## src/rtl/layer_sequencer.sv

```systemverilog
// layer_sequencer: drives the input -> hidden -> output_softmax layer chain.
// Runs the forward pass one layer at a time and forms the softmax /
// cross-entropy output delta. In training runs it then sweeps the weight
// addresses of every weighted layer, walking from the last layer back to layer 1.
//
// state   | meaning
// --------+--------------------------------------------------------------
// S_IDLE  | waiting for start; outputs idle
// S_FWD   | forward pass; layer_q is enabled for LAYER_LATENCY cycles
// S_DELTA | one cycle; output delta is registered at the end of the cycle
// S_UPD   | weight update, layer_q from NUM_LAYERS-1 down to 1, addr_q sweeps
// S_DONE  | one-cycle done pulse, then back to idle
module layer_sequencer #(
  parameter int MAX_NUM_NEURONS = 4,
  parameter int NUM_LAYERS      = 4,
  parameter int LAYER_LATENCY   = 8,
  localparam int AW = (MAX_NUM_NEURONS > 1) ? $clog2(MAX_NUM_NEURONS) : 1,
  localparam int DW = 32 * MAX_NUM_NEURONS
) (
  input  logic                  clock,
  input  logic                  reset,
  input  logic                  start,
  input  logic                  train,
  input  logic [AW-1:0]         label,
  input  logic [DW-1:0]         output_sofmax_layer,
  output logic                  busy,
  output logic                  done,
  output logic [1:0]            layer_state,
  output logic [NUM_LAYERS-1:0] enable_layers,
  output logic [AW-1:0]         weight_memory_address,
  output logic [DW-1:0]         deltafunction
);

  localparam int LW = (NUM_LAYERS > 1) ? $clog2(NUM_LAYERS) : 1;
  localparam int CW = (LAYER_LATENCY > 1) ? $clog2(LAYER_LATENCY) : 1;

  localparam logic [CW-1:0] LAST_CNT   = CW'(LAYER_LATENCY - 1);
  localparam logic [LW-1:0] LAST_LAYER = LW'(NUM_LAYERS - 1);
  localparam logic [AW-1:0] LAST_ADDR  = AW'(MAX_NUM_NEURONS - 1);

  typedef enum logic [2:0] {
    S_IDLE,
    S_FWD,
    S_DELTA,
    S_UPD,
    S_DONE
  } state_t;

  state_t                state_q, state_d;
  logic [LW-1:0]         layer_q, layer_d;
  logic [CW-1:0]         cnt_q, cnt_d;
  logic [AW-1:0]         addr_q, addr_d;
  logic                  train_q, train_d;
  logic [AW-1:0]         label_q, label_d;
  logic [DW-1:0]         delta_q, delta_d;
  logic                  busy_q, busy_d;
  logic                  done_q, done_d;
  logic [1:0]            ls_q, ls_d;
  logic [NUM_LAYERS-1:0] en_q, en_d;

  // State register and registered outputs.
  always_ff @(posedge clock) begin
    if (reset) begin
      state_q <= S_IDLE;
      layer_q <= '0;
      cnt_q   <= '0;
      addr_q  <= '0;
      train_q <= 1'b0;
      label_q <= '0;
      delta_q <= '0;
      busy_q  <= 1'b0;
      done_q  <= 1'b0;
      ls_q    <= 2'b00;
      en_q    <= '0;
    end else begin
      state_q <= state_d;
      layer_q <= layer_d;
      cnt_q   <= cnt_d;
      addr_q  <= addr_d;
      train_q <= train_d;
      label_q <= label_d;
      delta_q <= delta_d;
      busy_q  <= busy_d;
      done_q  <= done_d;
      ls_q    <= ls_d;
      en_q    <= en_d;
    end
  end

  // Next-state, counters and delta; outputs are decoded from the next state
  // so every output comes straight from a flop.
  always_comb begin
    state_d = state_q;
    layer_d = layer_q;
    cnt_d   = cnt_q;
    addr_d  = addr_q;
    train_d = train_q;
    label_d = label_q;
    delta_d = delta_q;

    unique case (state_q)
      S_IDLE: begin
        if (start) begin
          state_d = S_FWD;
          layer_d = '0;
          cnt_d   = '0;
          train_d = train;
          label_d = label;
        end
      end
      S_FWD: begin
        if (cnt_q == LAST_CNT) begin
          cnt_d = '0;
          if (layer_q == LAST_LAYER) begin
            // layer_q stays at the last layer, which is where the update sweep begins
            state_d = train_q ? S_DELTA : S_DONE;
            if (!train_q) layer_d = '0;
          end else begin
            layer_d = layer_q + 1'b1;
          end
        end else begin
          cnt_d = cnt_q + 1'b1;
        end
      end
      S_DELTA: begin
        for (int k = 0; k < MAX_NUM_NEURONS; k++) begin
          if (int'(label_q) == k)
            delta_d[32*k +: 32] = output_sofmax_layer[32*k +: 32] - 32'h0001_0000;
          else
            delta_d[32*k +: 32] = output_sofmax_layer[32*k +: 32];
        end
        addr_d = '0;
        if (NUM_LAYERS > 1) begin
          state_d = S_UPD;
          layer_d = LAST_LAYER;
        end else begin
          state_d = S_DONE;
          layer_d = '0;
        end
      end
      S_UPD: begin
        if (addr_q == LAST_ADDR) begin
          addr_d = '0;
          if (layer_q == LW'(1)) begin
            state_d = S_DONE;
            layer_d = '0;
          end else begin
            layer_d = layer_q - 1'b1;
          end
        end else begin
          addr_d = addr_q + 1'b1;
        end
      end
      S_DONE: begin
        state_d = S_IDLE;
        layer_d = '0;
      end
      default: begin
        state_d = S_IDLE;
        layer_d = '0;
        cnt_d   = '0;
        addr_d  = '0;
      end
    endcase

    busy_d = (state_d != S_IDLE);
    done_d = (state_d == S_DONE);
    unique case (state_d)
      S_FWD:   ls_d = 2'b01;
      S_UPD:   ls_d = 2'b10;
      S_DELTA: ls_d = 2'b11;
      default: ls_d = 2'b00;
    endcase
    if (state_d == S_FWD || state_d == S_UPD)
      en_d = NUM_LAYERS'(1) << layer_d;
    else
      en_d = '0;
  end

  assign busy                  = busy_q;
  assign done                  = done_q;
  assign layer_state           = ls_q;
  assign enable_layers         = en_q;
  assign weight_memory_address = addr_q;
  assign deltafunction         = delta_q;

endmodule

```

## config.mk

```make
export PLATFORM = sky130hd
export DESIGN_NAME = layer_sequencer
export DESIGN_NICKNAME = d
export VERILOG_FILES = /design/src/rtl/layer_sequencer.sv
export SDC_FILE = /design/constraint.sdc
export NUM_CORES = 1
export LEC_CHECK = 0
export ABC_CLOCK_PERIOD_IN_PS = 5100
export CORE_MARGIN = 2
export CORE_UTILIZATION = 36
export CTS_BUF_LIST = sky130_fd_sc_hd__clkbuf_4 sky130_fd_sc_hd__clkbuf_8
export DETAILED_ROUTE_END_ITERATION = 12
export PLACE_DENSITY = 0.69
export SYNTH_ARGS = -nofsm -noshare
export SYNTH_HDL_FRONTEND = slang
export SYNTH_SLANG_ARGS = --single-unit
```

## constraint.sdc

```tcl
create_clock -name clock -period 5.1 [get_ports clock]
set_input_delay 1.275 -clock clock [delete_from_list [all_inputs] [get_ports clock]]
set_output_delay 1.275 -clock clock [all_outputs]
set_load 0.02 [all_outputs]
```

---- Word-level counts from Yosys, hierarchy flattened ----
Cells that the tools add are included.
storage, ports and cells
  register bits ........................... 149
  input port bits ......................... 134
  output and inout port bits .............. 138
  logic and storage cells ................. 71
operators by class
  add/sub/neg operators ................... 8
  eq/ne operators ......................... 16
  shifts and indexed selects .............. 1
  multiplexer cells ....................... 24
  bitwise operators ....................... 2
  reductions and logical operators ........ 9
operators by type and width
  operator                count
  $mux 32                 4
  $sub 32x17->32 const B  4
  $mux 3                  8
  $mux 2                  7
  $eq 3x2->1 const B      4
  $pmux 3 s4              1
  $eq 3x3->1 const B      3
  $pmux 3 s3              1
  $eq 2x2->1 const B      4
  $pmux 2 s4              1
  $eq 3x1->1 const B      2
  $pmux 2 s3              1
  $reduce_or 3->1         2
  $add 2x1->2 const B     2
  $eq 2x1->1 const B      2
  $pmux 2 s2              1
  $reduce_and 2->1        2
  $shl 1x2->4 const A     1
  $add 3x1->3 const B     1
  $logic_not 3->1         1
  $reduce_bool 3->1       1
  $logic_not 2->1         1
  $ne 2x2->1 const B      1
  $not 1->1               2
  other kinds (3)         3

---- Longest topological paths before layout ----
Gate-level depths: netlist of the first run.
  word-level depth ........................ 8
  mapped depth ............................ 8
  depth with buffers taken out ............ 6

---- Least setup slack after synthesis of the first run ----
Ideal clock, no wire load.
  kind .................................... input to register
  start ................................... input output_sofmax_layer[16]
  end ..................................... register delta_q[30], in the netlist deltafunction[30]
  library setup time ...................... 0.091 ns
  data arrival time ....................... 2.923 ns
  data required time ...................... 5.009 ns
  path slack .............................. 2.086 ns
  cell stages on the path ................. 6
  buffers on the path ..................... 1
  path through ............................ inv_1 > ha_1 > or4b_2 > clkbuf_1 > or4_1 > a311oi_1
between the ends
  longest elaborated chain between the ends .. 2
ends and longest elaborated chain
  item                    RTL line  RTL
  start: declaration      25        input logic [DW-1:0] output_sofmax_layer,
  $sub 32x17->32          128       delta_d[32*k +: 32] = output_sofmax_layer[32*k +: 32] - 32'h0001_0000;
  $mux 32                 127       if (int'(label_q) == k)
  end signal: assignment  82        delta_q <= delta_d;
  end: declaration        55        logic [DW-1:0] delta_q, delta_d;
No other way between the ends.
A chain may end at the register's enable or synchronous reset.

---- Final worst setup path of the first run ----
Same ends and word-level chain as after synthesis.

==> run_summary.xml, run 1 <==
<?xml version="1.0" encoding="UTF-8"?>
<metrics>
  <group name="run_status">
    <metric name="run_status" unit="">finished, final reports clean</metric>
  </group>
  <group name="setup_path">
    <metric name="r2r.worst_path.cells" unit="">5</metric>
    <metric name="cp-end-kind" unit="">flop</metric>
    <metric name="start_kind" unit="">input port</metric>
    <metric name="worst-r2r-setup-slack" unit="ns">2.66</metric>
    <metric name="critical_path_peak_fanout" unit="">8</metric>
    <metric name="timing.setup.critical_path_class" unit="">in -&gt; reg</metric>
    <metric name="data_arrival_time_of_the_worst_path" unit="ns">3.46</metric>
    <metric name="cp.required" unit="ns">5.45</metric>
  </group>
  <group name="synth">
    <metric name="yosys_warnings" unit="">0</metric>
    <metric name="syn-cell-area" unit="mm^2">0.00660</metric>
    <metric name="synth_area_leaders" unit="">dfxtp_1, nand2_1, a21oi_1</metric>
    <metric name="synth.yosys.seq_area_share" unit="%">45.2</metric>
    <metric name="multiplexer_area_fraction_after_synthesis" unit="%">0.607</metric>
    <metric name="synth_compound_gate_area_share" unit="%">16.8</metric>
    <metric name="synth.ff_latch_count" unit="">149</metric>
    <metric name="netlist.area_leader.share" unit="%">45.2</metric>
    <metric name="synth_top_family_by_area" unit="">simple AND/OR/NAND/NOR gates</metric>
    <metric name="mean_post_synth_cell_area" unit="um^2">8.24</metric>
    <metric name="synthArstFlopShare" unit="%">0</metric>
    <metric name="synth_cell_types" unit="">53</metric>
    <metric name="synth_enable_flop_cells" unit="">0</metric>
    <metric name="syn_nets" unit="">944</metric>
    <metric name="synthSimpleGateAreaFrac" unit="%">25.6</metric>
    <metric name="synthFlopType" unit="">dfxtp_1</metric>
    <metric name="postSynthCellCount" unit="">800</metric>
    <metric name="synthAdderAreaFrac" unit="%">1.90</metric>
    <metric name="synth.largest_area_cell" unit="">dfxtp_1</metric>
    <metric name="synthXorXnorAreaFrac" unit="%">5.71</metric>
  </group>
  <group name="sta">
    <metric name="layout_worst_path_cycle_share" unit="%">60.9</metric>
    <metric name="timing.clock.skew" unit="ns">0.0114</metric>
    <metric name="hold_viol_final" unit="">0</metric>
    <metric name="max_slew_margin" unit="%">26.4</metric>
    <metric name="fin_tns_setup" unit="ns">0</metric>
    <metric name="worst_setup_margin" unit="ns">1.99</metric>
    <metric name="period_needed" unit="ns">3.11</metric>
    <metric name="setup_violations" unit="">0</metric>
    <metric name="report.final.slew_viol_count" unit="">0</metric>
    <metric name="timing.fmax" unit="MHz">322</metric>
    <metric name="rsz_0062_raised_after_global_routing" unit="">false</metric>
    <metric name="worstMarginPinSlew" unit="ns">1.10</metric>
  </group>
  <group name="global_route">
    <metric name="grt_start_max_net_pins" unit="">112</metric>
    <metric name="grt_pass1_vias" unit="">6119</metric>
    <metric name="met1_usage" unit="%">24.8</metric>
    <metric name="use_met3" unit="%">7.81</metric>
    <metric name="grt_overflow" unit="">0</metric>
    <metric name="grt_usage" unit="%">20.0</metric>
    <metric name="global_route.peak_usage_layer" unit="">met2</metric>
    <metric name="globalRouteMet2Util" unit="%">31.9</metric>
    <metric name="antenna_found_initial" unit="">0</metric>
    <metric name="grt_pass1_wl" unit="um">31500</metric>
  </group>
  <group name="cells_and_area">
    <metric name="combined_flip_flop_and_latch_cell_area" unit="mm^2">0.00298</metric>
    <metric name="nets" unit="">1180</metric>
    <metric name="flow.area_growth_from_synthesis" unit="%">48.9</metric>
    <metric name="n_antenna_cell" unit="">0</metric>
    <metric name="multiInputGateArea" unit="mm^2">0.00335</metric>
    <metric name="filler_cell_count" unit="">1726</metric>
    <metric name="number_of_non_filler_instances_in_the_completed_layout" unit="">1278</metric>
    <metric name="final_core_util" unit="%">54.7</metric>
    <metric name="layout_commonest_cell" unit="">clkdlybuf4s50_1</metric>
    <metric name="drive_above_1_share" unit="%">5.24</metric>
    <metric name="leading_cell_types_in_the_layout_fill_and_taps_excluded" unit="">clkdlybuf4s50_1, nand2_1, dfxtp_1</metric>
  </group>
  <group name="clock_network">
    <metric name="clock-root-buffer" unit="">clkbuf_8</metric>
    <metric name="cts.hold.buffers_added" unit="">0</metric>
    <metric name="insertion_delay_of_the_later_clocked_pin_in_the_worst_skew_pair" unit="ns">0.44</metric>
    <metric name="ctsHtreeMaxLevel" unit="">4</metric>
    <metric name="cts_tree" unit="">yes</metric>
    <metric name="numCtsBuffers" unit="">17</metric>
    <metric name="sinks_on_the_clock_net" unit="">149</metric>
    <metric name="cts_resized" unit="">0</metric>
    <metric name="cts.clk_slew.worst_paths" unit="ns">0.08</metric>
    <metric name="cts.repair_timing.setup_buffer_count" unit="">0</metric>
    <metric name="cts_buffer_depth" unit="">2</metric>
  </group>
  <group name="drt">
    <metric name="post_drt_wl_per_cell" unit="um">15.5</metric>
    <metric name="drtIter0Drc" unit="">349</metric>
    <metric name="detail_route.vias_per_cell" unit="">5.09</metric>
    <metric name="vias" unit="">6508</metric>
    <metric name="detail_route.wirelength" unit="um">19900</metric>
    <metric name="drtPass1Iterations" unit="">5</metric>
    <metric name="remaining_drc_errors" unit="">0</metric>
    <metric name="drtAntennaViolNets" unit="">0</metric>
  </group>
  <group name="floorplan">
    <metric name="rows" unit="">49</metric>
    <metric name="starting_density" unit="%">36.7</metric>
    <metric name="die_w" unit="um">139</metric>
    <metric name="die_height" unit="um">139</metric>
    <metric name="core" unit="mm^2">0.0180</metric>
    <metric name="io_pins" unit="">272</metric>
    <metric name="die_area" unit="mm^2">0.0194</metric>
  </group>
  <group name="placement">
    <metric name="hpwl" unit="um">14200</metric>
    <metric name="placed_cells_incl_taps" unit="">1246</metric>
    <metric name="io_buffer_count" unit="">271</metric>
    <metric name="preCtsSetupSlack" unit="ns">1.53</metric>
    <metric name="gp_congestion" unit="">0.868</metric>
  </group>
  <group name="flow_run">
    <metric name="maxCapViolCount" unit="">0</metric>
  </group>
  <group name="pwr">
    <metric name="worst_ir_drop_vdd" unit="mV">0.149</metric>
    <metric name="power.density" unit="mW/mm^2">239</metric>
    <metric name="static-leakage-power" unit="nW">3.14</metric>
  </group>
  <group name="worst_hold_path">
    <metric name="hp-class" unit="">reg -&gt; reg</metric>
    <metric name="holdPathStages" unit="">2</metric>
  </group>
</metrics>
flip-flops by register name, summed over array words and instances, names as in the netlist:
register,count
state_q,3
layer_state,2
enable_layers,4
layer_q,2
busy,1
deltafunction,128
cnt_q,3
weight_memory_address,2
done,1
train_q,1
label_q,2
cell usage after synthesis (8+ instances only):
| cell | number |
|---|---|
| a211oi_1 | 47 |
| a21oi_1 | 72 |
| a311oi_1 | 13 |
| clkbuf_1 | 51 |
| dfxtp_1 | 149 |
| ha_1 | 10 |
| inv_1 | 12 |
| nand2_1 | 149 |
| nand3_1 | 9 |
| nor2_1 | 88 |
| nor3_1 | 15 |
| nor4_1 | 19 |
| o21ai_0 | 8 |
| o31ai_1 | 10 |
| or3_1 | 14 |
| or4_1 | 15 |
| xnor2_1 | 32 |
| xor2_1 | 11 |
routing by layer:
metal	up-vias	wire (um)
met3	29	1870
met5	-	0
li1	3280	-
met1	2973	8770
met2	226	8850
met4	0	374
critical path: stages:
cell,delay (ns)
clkdlybuf4s50_1,0.45
inv_1,0.08
ha_1,0.16
or4b_2,0.71
or4_1,0.54
a311oi_1,0.24
report_power, final:
| group | switching [mW] | total [mW] | internal, mW | leakage (nW) |
|---|---|---|---|---|
| sequential | 0.00865 | 1.18 | 1.17 | 1.20 |
| clock | 0.494 | 0.958 | 0.464 | 0.209 |
| combinational | 0.0895 | 0.215 | 0.125 | 1.73 |
| total | 0.592 | 2.35 | 1.76 | 3.14 |
final timing paths:
| check | from | to |
|---|---|---|
| setup reg to reg | state_q[1] | deltafunction[29] |
| hold reg to reg | deltafunction[47] | deltafunction[47] |
| setup / recovery | output_sofmax_layer[16] | deltafunction[30] |
| hold / removal | deltafunction[47] | deltafunction[47] |
cells by family (layout without fill, tap and decap cells):
family | count (synthesis) | in the layout
AND/OR/NAND/NOR | 352 | 352
AO/OA/AOI/OAI | 171 | 171
flip-flops | 149 | 149
buffers and inverters | 71 | 320
XOR/XNOR | 43 | 43
adder cells (fa/ha/maj) | 10 | 10
multiplexers | 4 | 4
area by class of cell:
class                      instances  share of cell area, %
clock buffer                      18                   2.52
clock inverter                    14                   1.64
inverter                          12                  0.459
multi-input combinational        580                   34.1
sequential                       149                   30.4
tap                              229                   2.92
timing repair buffer             276                   28.0
per-stage QoR:
stage / hold slack, ns / area, um^2 / total power, mW
3_5_place_dp: 0.446 / 9410 / 1.42
6_report: 0.458 / 9820 / 2.35
3_3_place_gp: 0.441 / 9410 / 1.42
4_1_cts: 0.458 / 9820 / 2.38
5_1_grt: 0.474 / 9820 / 2.45
2_1_floorplan: 0.470 / 6600 / 1.27
No activity file was read; power rests on OpenSTA's default activity.
==> inputs of run 2 (changes only) <==
- ABC_CLOCK_PERIOD_IN_PS: 5100 -> 3240
- clock period: 5.1 -> 3.24 ns (I/O delays scaled with it)
==> run_summary.xml, run 2 (synthesized netlist as in run 1, its figures left out) <==
<?xml version="1.0" encoding="UTF-8"?>
<metrics>
  <group name="sta">
    <metric name="layout_worst_path_cycle_share" unit="%">81.2</metric>
    <metric name="hold_viol_final" unit="">0</metric>
    <metric name="timing.clock.skew" unit="ns">0.0114</metric>
    <metric name="worstMarginPinSlew" unit="ns">0.780</metric>
    <metric name="fin_hold_ws" unit="ns">0.451</metric>
    <metric name="report.final.slew_viol_count" unit="">0</metric>
    <metric name="fin_tns_setup" unit="ns">0</metric>
    <metric name="worst_setup_margin" unit="ns">0.609</metric>
    <metric name="setup_violations" unit="">0</metric>
    <metric name="max_slew_margin" unit="%">48.0</metric>
    <metric name="timing.fmax" unit="MHz">380</metric>
    <metric name="period_needed" unit="ns">2.63</metric>
    <metric name="rsz_0062_raised_after_global_routing" unit="">false</metric>
  </group>
  <group name="global_route">
    <metric name="grt_overflow" unit="">0</metric>
    <metric name="grt_start_max_net_pins" unit="">86</metric>
    <metric name="grt_usage" unit="%">20.2</metric>
    <metric name="grt_pass1_vias" unit="">6093</metric>
    <metric name="antenna_found_initial" unit="">0</metric>
    <metric name="grt_pass1_wl" unit="um">31800</metric>
  </group>
  <group name="run_status">
    <metric name="run_status" unit="">finished, final reports clean</metric>
  </group>
  <group name="setup_path">
    <metric name="worst-r2r-setup-slack" unit="ns">0.94</metric>
    <metric name="r2r-end" unit="">deltafunction[93]</metric>
    <metric name="timing.setup.critical_path_class" unit="">in -&gt; reg</metric>
    <metric name="critical_path_peak_fanout" unit="">8</metric>
    <metric name="data_arrival_time_of_the_worst_path" unit="ns">2.98</metric>
    <metric name="setup.worst_path.end" unit="">deltafunction[30]</metric>
    <metric name="r2r.worst_path.cells" unit="">4</metric>
    <metric name="worst_r2r_startpoint" unit="">label_q[0]</metric>
    <metric name="cp-startpoint" unit="">output_sofmax_layer[16]</metric>
    <metric name="start_kind" unit="">input port</metric>
    <metric name="cp.required" unit="ns">3.59</metric>
    <metric name="cp-end-kind" unit="">flop</metric>
  </group>
  <group name="clock_network">
    <metric name="numCtsBuffers" unit="">17</metric>
    <metric name="cts_tree" unit="">yes</metric>
    <metric name="sinks_on_the_clock_net" unit="">149</metric>
    <metric name="ctsHtreeMaxLevel" unit="">4</metric>
    <metric name="cts_buffer_depth" unit="">2</metric>
    <metric name="cts.hold.buffers_added" unit="">0</metric>
    <metric name="insertion_delay_of_the_later_clocked_pin_in_the_worst_skew_pair" unit="ns">0.44</metric>
    <metric name="cts_resized" unit="">0</metric>
    <metric name="cts.clk_slew.worst_paths" unit="ns">0.07</metric>
    <metric name="clock-root-buffer" unit="">clkbuf_8</metric>
    <metric name="cts.repair_timing.setup_buffer_count" unit="">0</metric>
  </group>
  <group name="placement">
    <metric name="io_buffer_count" unit="">271</metric>
    <metric name="hpwl" unit="um">14200</metric>
    <metric name="placedInstanceArea" unit="mm^2">0.00947</metric>
    <metric name="gp_congestion" unit="">0.903</metric>
    <metric name="preCtsSetupSlack" unit="ns">0.154</metric>
  </group>
  <group name="cells_and_area">
    <metric name="layout_commonest_cell" unit="">clkdlybuf4s50_1</metric>
    <metric name="final_cell_area" unit="mm^2">0.00988</metric>
    <metric name="leading_cell_types_in_the_layout_fill_and_taps_excluded" unit="">clkdlybuf4s50_1, nand2_1, dfxtp_1</metric>
    <metric name="n_antenna_cell" unit="">0</metric>
    <metric name="largest_register_ff_count" unit="">128</metric>
    <metric name="flow.area_growth_from_synthesis" unit="%">49.9</metric>
    <metric name="filler_cell_count" unit="">1740</metric>
    <metric name="drive_above_1_share" unit="%">5.78</metric>
    <metric name="nets" unit="">1186</metric>
  </group>
  <group name="flow_run">
    <metric name="maxCapViolCount" unit="">0</metric>
  </group>
  <group name="floorplan">
    <metric name="die_w" unit="um">139</metric>
    <metric name="starting_density" unit="%">36.7</metric>
    <metric name="die_height" unit="um">139</metric>
    <metric name="io_pins" unit="">272</metric>
    <metric name="rows" unit="">49</metric>
    <metric name="core" unit="mm^2">0.0180</metric>
    <metric name="die_area" unit="mm^2">0.0194</metric>
  </group>
  <group name="worst_hold_path">
    <metric name="hp-class" unit="">reg -&gt; reg</metric>
  </group>
  <group name="drt">
    <metric name="detail_route.vias_per_cell" unit="">5.04</metric>
    <metric name="drtIter0Drc" unit="">281</metric>
    <metric name="detail_route.wirelength" unit="um">19900</metric>
    <metric name="drtPass1Iterations" unit="">5</metric>
    <metric name="post_drt_wl_per_cell" unit="um">15.5</metric>
    <metric name="drtAntennaViolNets" unit="">0</metric>
    <metric name="remaining_drc_errors" unit="">0</metric>
    <metric name="vias" unit="">6474</metric>
  </group>
  <group name="pwr">
    <metric name="power.density" unit="mW/mm^2">373</metric>
    <metric name="static-leakage-power" unit="nW">3.18</metric>
    <metric name="worst_ir_drop_vdd" unit="mV">0.227</metric>
  </group>
</metrics>
run 2: cell count changes in the layout (fill, tap and decap cells not counted):
cell,change
buf_4,+5
clkinv_4,+5
clkbuf_4,+1
inv_6,-5
inv_8,-1
clkbuf_8,+1
clkinv_2,-1
buf_12,+1
run 2: worst min path at each step:
stage	cells after the start	from	endpoint
after floorplan	2	cnt_q[1]	cnt_q[1]
after global placement	2	deltafunction[33]	deltafunction[33]
after detailed placement	2	deltafunction[49]	deltafunction[49]
after CTS	2	deltafunction[49]	deltafunction[49]
after global routing	2	deltafunction[49]	deltafunction[49]
final	2	deltafunction[49]	deltafunction[49]
run 2: where the power goes:
group          switching [mW]  internal, mW  leakage (nW)
combinational           0.144         0.202          1.77
clock                   0.745         0.749         0.209
sequential             0.0120          1.84          1.20
total                   0.901          2.79          3.18
run 2: critical path, cell delays in order:
cell and delay, ns:
clkdlybuf4s50_1 0.45, inv_1 0.08, ha_1 0.15, or4b_2 0.71, or4_1 0.54, a311oi_1 0.24
run 2: area by class of cell:
type	count	area [um^2]	area share [%]
Clock inverter	12	145	1.47
Tap cell	229	287	2.90
Clock buffer	20	269	2.72
Multi-Input combinational cell	580	3350	33.9
Inverter	12	45.0	0.456
Sequential cell	149	2980	30.2
Timing Repair Buffer	282	2810	28.4
run 2: through the flow:
stage	power, mW	instances	utilization [%]
final	3.69	1284	55.0
after global routing	3.86	1284	55.0
after CTS	3.75	1284	55.0
after detailed placement	2.24	1252	52.7
after global placement	2.24	1252	52.7
after floorplan	2.01	800	-
run 2: routing by layer:
metal / vias up / wire length [um] / share of wire [%] / GRT usage [%]
met5: - / 0 / 0 / 0
met4: 0 / 286 / 1.4 / 5.58
li1: 3300 / - / - / -
met3: 20 / 1890 / 9.5 / 8.26
met1: 2928 / 8790 / 44 / 25.4
met2: 226 / 8970 / 45 / 32.1
==> inputs of run 3 (changes only) <==
- ABC_CLOCK_PERIOD_IN_PS: 3240 -> 2500
- clock period: 3.24 -> 2.5 ns (I/O delays scaled with it)
==> run_summary.xml, run 3 (synthesized netlist as in run 1, its figures left out) <==
<?xml version="1.0" encoding="UTF-8"?>
<metrics>
  <group name="pwr">
    <metric name="power_report.internal_total" unit="mW">3.79</metric>
    <metric name="swShare" unit="%">24.0</metric>
    <metric name="relative_contribution_of_combinational_cells_to_total_power" unit="%">10.2</metric>
    <metric name="static-leakage-power" unit="nW">3.47</metric>
    <metric name="seq_power_share" unit="%">47.9</metric>
    <metric name="power.density" unit="mW/mm^2">480</metric>
    <metric name="worst_ir_drop_vdd" unit="mV">0.287</metric>
    <metric name="switchingPower" unit="mW">1.20</metric>
    <metric name="p_total" unit="mW">4.99</metric>
    <metric name="share_clk_of_total_power" unit="%">41.9</metric>
  </group>
  <group name="clock_network">
    <metric name="cts.clk_slew.worst_paths" unit="ns">0.08</metric>
    <metric name="cts.hold.buffers_added" unit="">0</metric>
    <metric name="sinks_on_the_clock_net" unit="">149</metric>
    <metric name="insertion_delay_of_the_later_clocked_pin_in_the_worst_skew_pair" unit="ns">0.44</metric>
    <metric name="cts.repair_timing.setup_buffer_count" unit="">0</metric>
    <metric name="cts_buffer_depth" unit="">2</metric>
    <metric name="numCtsBuffers" unit="">17</metric>
    <metric name="cts_tree" unit="">yes</metric>
    <metric name="ctsHtreeMaxLevel" unit="">4</metric>
    <metric name="clock-root-buffer" unit="">clkbuf_8</metric>
  </group>
  <group name="cells_and_area">
    <metric name="flow.area_growth_from_synthesis" unit="%">57.4</metric>
    <metric name="largest_register_ff_count" unit="">128</metric>
    <metric name="number_of_non_filler_instances_in_the_completed_layout" unit="">1341</metric>
    <metric name="final_core_util" unit="%">57.8</metric>
    <metric name="n_antenna_cell" unit="">0</metric>
    <metric name="drive_above_1_share" unit="%">10.8</metric>
    <metric name="layout_commonest_cell" unit="">clkdlybuf4s50_1</metric>
    <metric name="filler_cell_count" unit="">1656</metric>
    <metric name="leading_cell_types_in_the_layout_fill_and_taps_excluded" unit="">clkdlybuf4s50_1, nand2_1, dfxtp_1</metric>
    <metric name="nets" unit="">1243</metric>
  </group>
  <group name="setup_path">
    <metric name="worst-r2r-setup-slack" unit="ns">0.31</metric>
    <metric name="critical_path_peak_fanout" unit="">2</metric>
    <metric name="r2r-end" unit="">deltafunction[93]</metric>
    <metric name="timing.setup.critical_path_class" unit="">in -&gt; reg</metric>
    <metric name="crit_top_cell" unit="">or4_4</metric>
    <metric name="setup.worst_path.end" unit="">deltafunction[30]</metric>
    <metric name="cp.required" unit="ns">2.84</metric>
    <metric name="cp-end-kind" unit="">flop</metric>
    <metric name="start_kind" unit="">input port</metric>
    <metric name="cp-startpoint" unit="">output_sofmax_layer[26]</metric>
    <metric name="r2r.worst_path.cells" unit="">4</metric>
    <metric name="data_arrival_time_of_the_worst_path" unit="ns">2.72</metric>
    <metric name="critical_path.max_stage_delay" unit="ns">0.55</metric>
    <metric name="crit_path_cell_trace" unit="">clkdlybuf4s50_1 &gt; or4_4 &gt; or4_4 &gt; or4_1 &gt; a311oi_1</metric>
    <metric name="crit_path_top_delay_cell" unit="">or4_4</metric>
    <metric name="worst_r2r_startpoint" unit="">label_q[1]</metric>
  </group>
  <group name="placement">
    <metric name="gp_congestion" unit="">0.870</metric>
    <metric name="placed_cells_incl_taps" unit="">1309</metric>
    <metric name="hpwl" unit="um">14600</metric>
    <metric name="io_buffer_count" unit="">271</metric>
  </group>
  <group name="sta">
    <metric name="period_needed" unit="ns">2.38</metric>
    <metric name="worstMarginPinSlew" unit="ns">0.566</metric>
    <metric name="report.final.slew_viol_count" unit="">0</metric>
    <metric name="fin_tns_setup" unit="ns">0</metric>
    <metric name="timing.fmax" unit="MHz">420</metric>
    <metric name="timing.clock.skew" unit="ns">0.0102</metric>
    <metric name="max_slew_margin" unit="%">62.3</metric>
    <metric name="hold_viol_final" unit="">0</metric>
    <metric name="layout_worst_path_cycle_share" unit="%">95.3</metric>
    <metric name="fin_hold_ws" unit="ns">0.455</metric>
    <metric name="setup_violations" unit="">0</metric>
  </group>
  <group name="global_route">
    <metric name="grt_pass1_vias" unit="">6194</metric>
    <metric name="grt_pass1_wl" unit="um">32400</metric>
    <metric name="grt_usage" unit="%">20.5</metric>
    <metric name="grt_overflow" unit="">0</metric>
    <metric name="grt_start_max_net_pins" unit="">115</metric>
    <metric name="antenna_found_initial" unit="">0</metric>
  </group>
  <group name="floorplan">
    <metric name="starting_density" unit="%">36.7</metric>
    <metric name="rows" unit="">49</metric>
    <metric name="die_height" unit="um">139</metric>
    <metric name="core" unit="mm^2">0.0180</metric>
    <metric name="die_w" unit="um">139</metric>
    <metric name="io_pins" unit="">272</metric>
    <metric name="die_area" unit="mm^2">0.0194</metric>
  </group>
  <group name="drt">
    <metric name="drtAntennaViolNets" unit="">0</metric>
    <metric name="vias" unit="">6699</metric>
    <metric name="remaining_drc_errors" unit="">0</metric>
    <metric name="drtPass1Iterations" unit="">5</metric>
    <metric name="detail_route.wirelength" unit="um">20300</metric>
    <metric name="detail_route.vias_per_cell" unit="">5.00</metric>
    <metric name="drtIter0Drc" unit="">282</metric>
    <metric name="post_drt_wl_per_cell" unit="um">15.2</metric>
  </group>
  <group name="worst_hold_path">
    <metric name="hp-class" unit="">reg -&gt; reg</metric>
  </group>
  <group name="run_status">
    <metric name="run_status" unit="">finished, final reports clean</metric>
  </group>
  <group name="flow_run">
    <metric name="maxCapViolCount" unit="">0</metric>
  </group>
</metrics>
-- run 3: cell type report --
cell class / instances / area (um^2) / area share, %
Clock buffer: 21 / 283 / 2.72
Clock inverter: 11 / 163 / 1.57
Inverter: 12 / 45.0 / 0.434
Multi-Input combinational cell: 580 / 3360 / 32.4
Sequential cell: 149 / 2980 / 28.7
Tap cell: 229 / 287 / 2.76
Timing Repair Buffer: 339 / 3260 / 31.4
-- run 3: per-layer routing --
metal | share of wire, % | global-route usage (%) | vias to the layer above | wire (um)
li1 | - | - | 3416 | -
met1 | 44 | 25.7 | 3023 | 8950
met2 | 46 | 32.8 | 238 | 9320
met3 | 8.7 | 7.91 | 22 | 1770
met4 | 1.5 | 6.17 | 0 | 308
met5 | 0 | 0 | - | 0
-- run 3: worst max-delay path, delay by kind of cell --
kind                   cells  cell delay [ns]
AO/OA/AOI/OAI              1             0.28
AND/OR/NAND/NOR            3             1.40
buffers and inverters      1             0.42
-- run 3: per-stage QoR --
step                      setup slack (ns)  cell area, um^2
after floorplan                      0.136             6600
after global placement              -0.295             9920
after detailed placement            -0.353             9920
after CTS                            0.136            10400
after global routing              -0.00153            10400
final                                0.116            10400
-- run 3: how the worst min path moves through the flow --
stage,cells after the start,endpoint,slack (ns),start
3_3_place_gp,2,deltafunction[44],0.44,deltafunction[44]
2_1_floorplan,2,cnt_q[1],0.47,cnt_q[1]
3_5_place_dp,2,deltafunction[14],0.45,deltafunction[14]
6_report,2,deltafunction[99],0.46,deltafunction[99]
4_1_cts,2,deltafunction[34],0.46,deltafunction[34]
5_1_grt,2,deltafunction[34],0.47,deltafunction[34]
-- run 3: power groups by stage --
stage,sequential [mW],combinational (mW),clock (mW)
final,2.39,0.509,2.09
after global routing,2.39,0.553,2.25
after CTS,2.39,0.510,2.16
after detailed placement,2.45,0.507,0
after global placement,2.45,0.506,0
after floorplan,2.44,0.156,0
-- run 3: timing repair --
| item | CTS | global route |
|---|---|---|
| gates resized for setup | 0 | 2 |
| endpoints found under the hold margin | 0 | 0 |
| setup endpoints to repair | 0 | 2 |
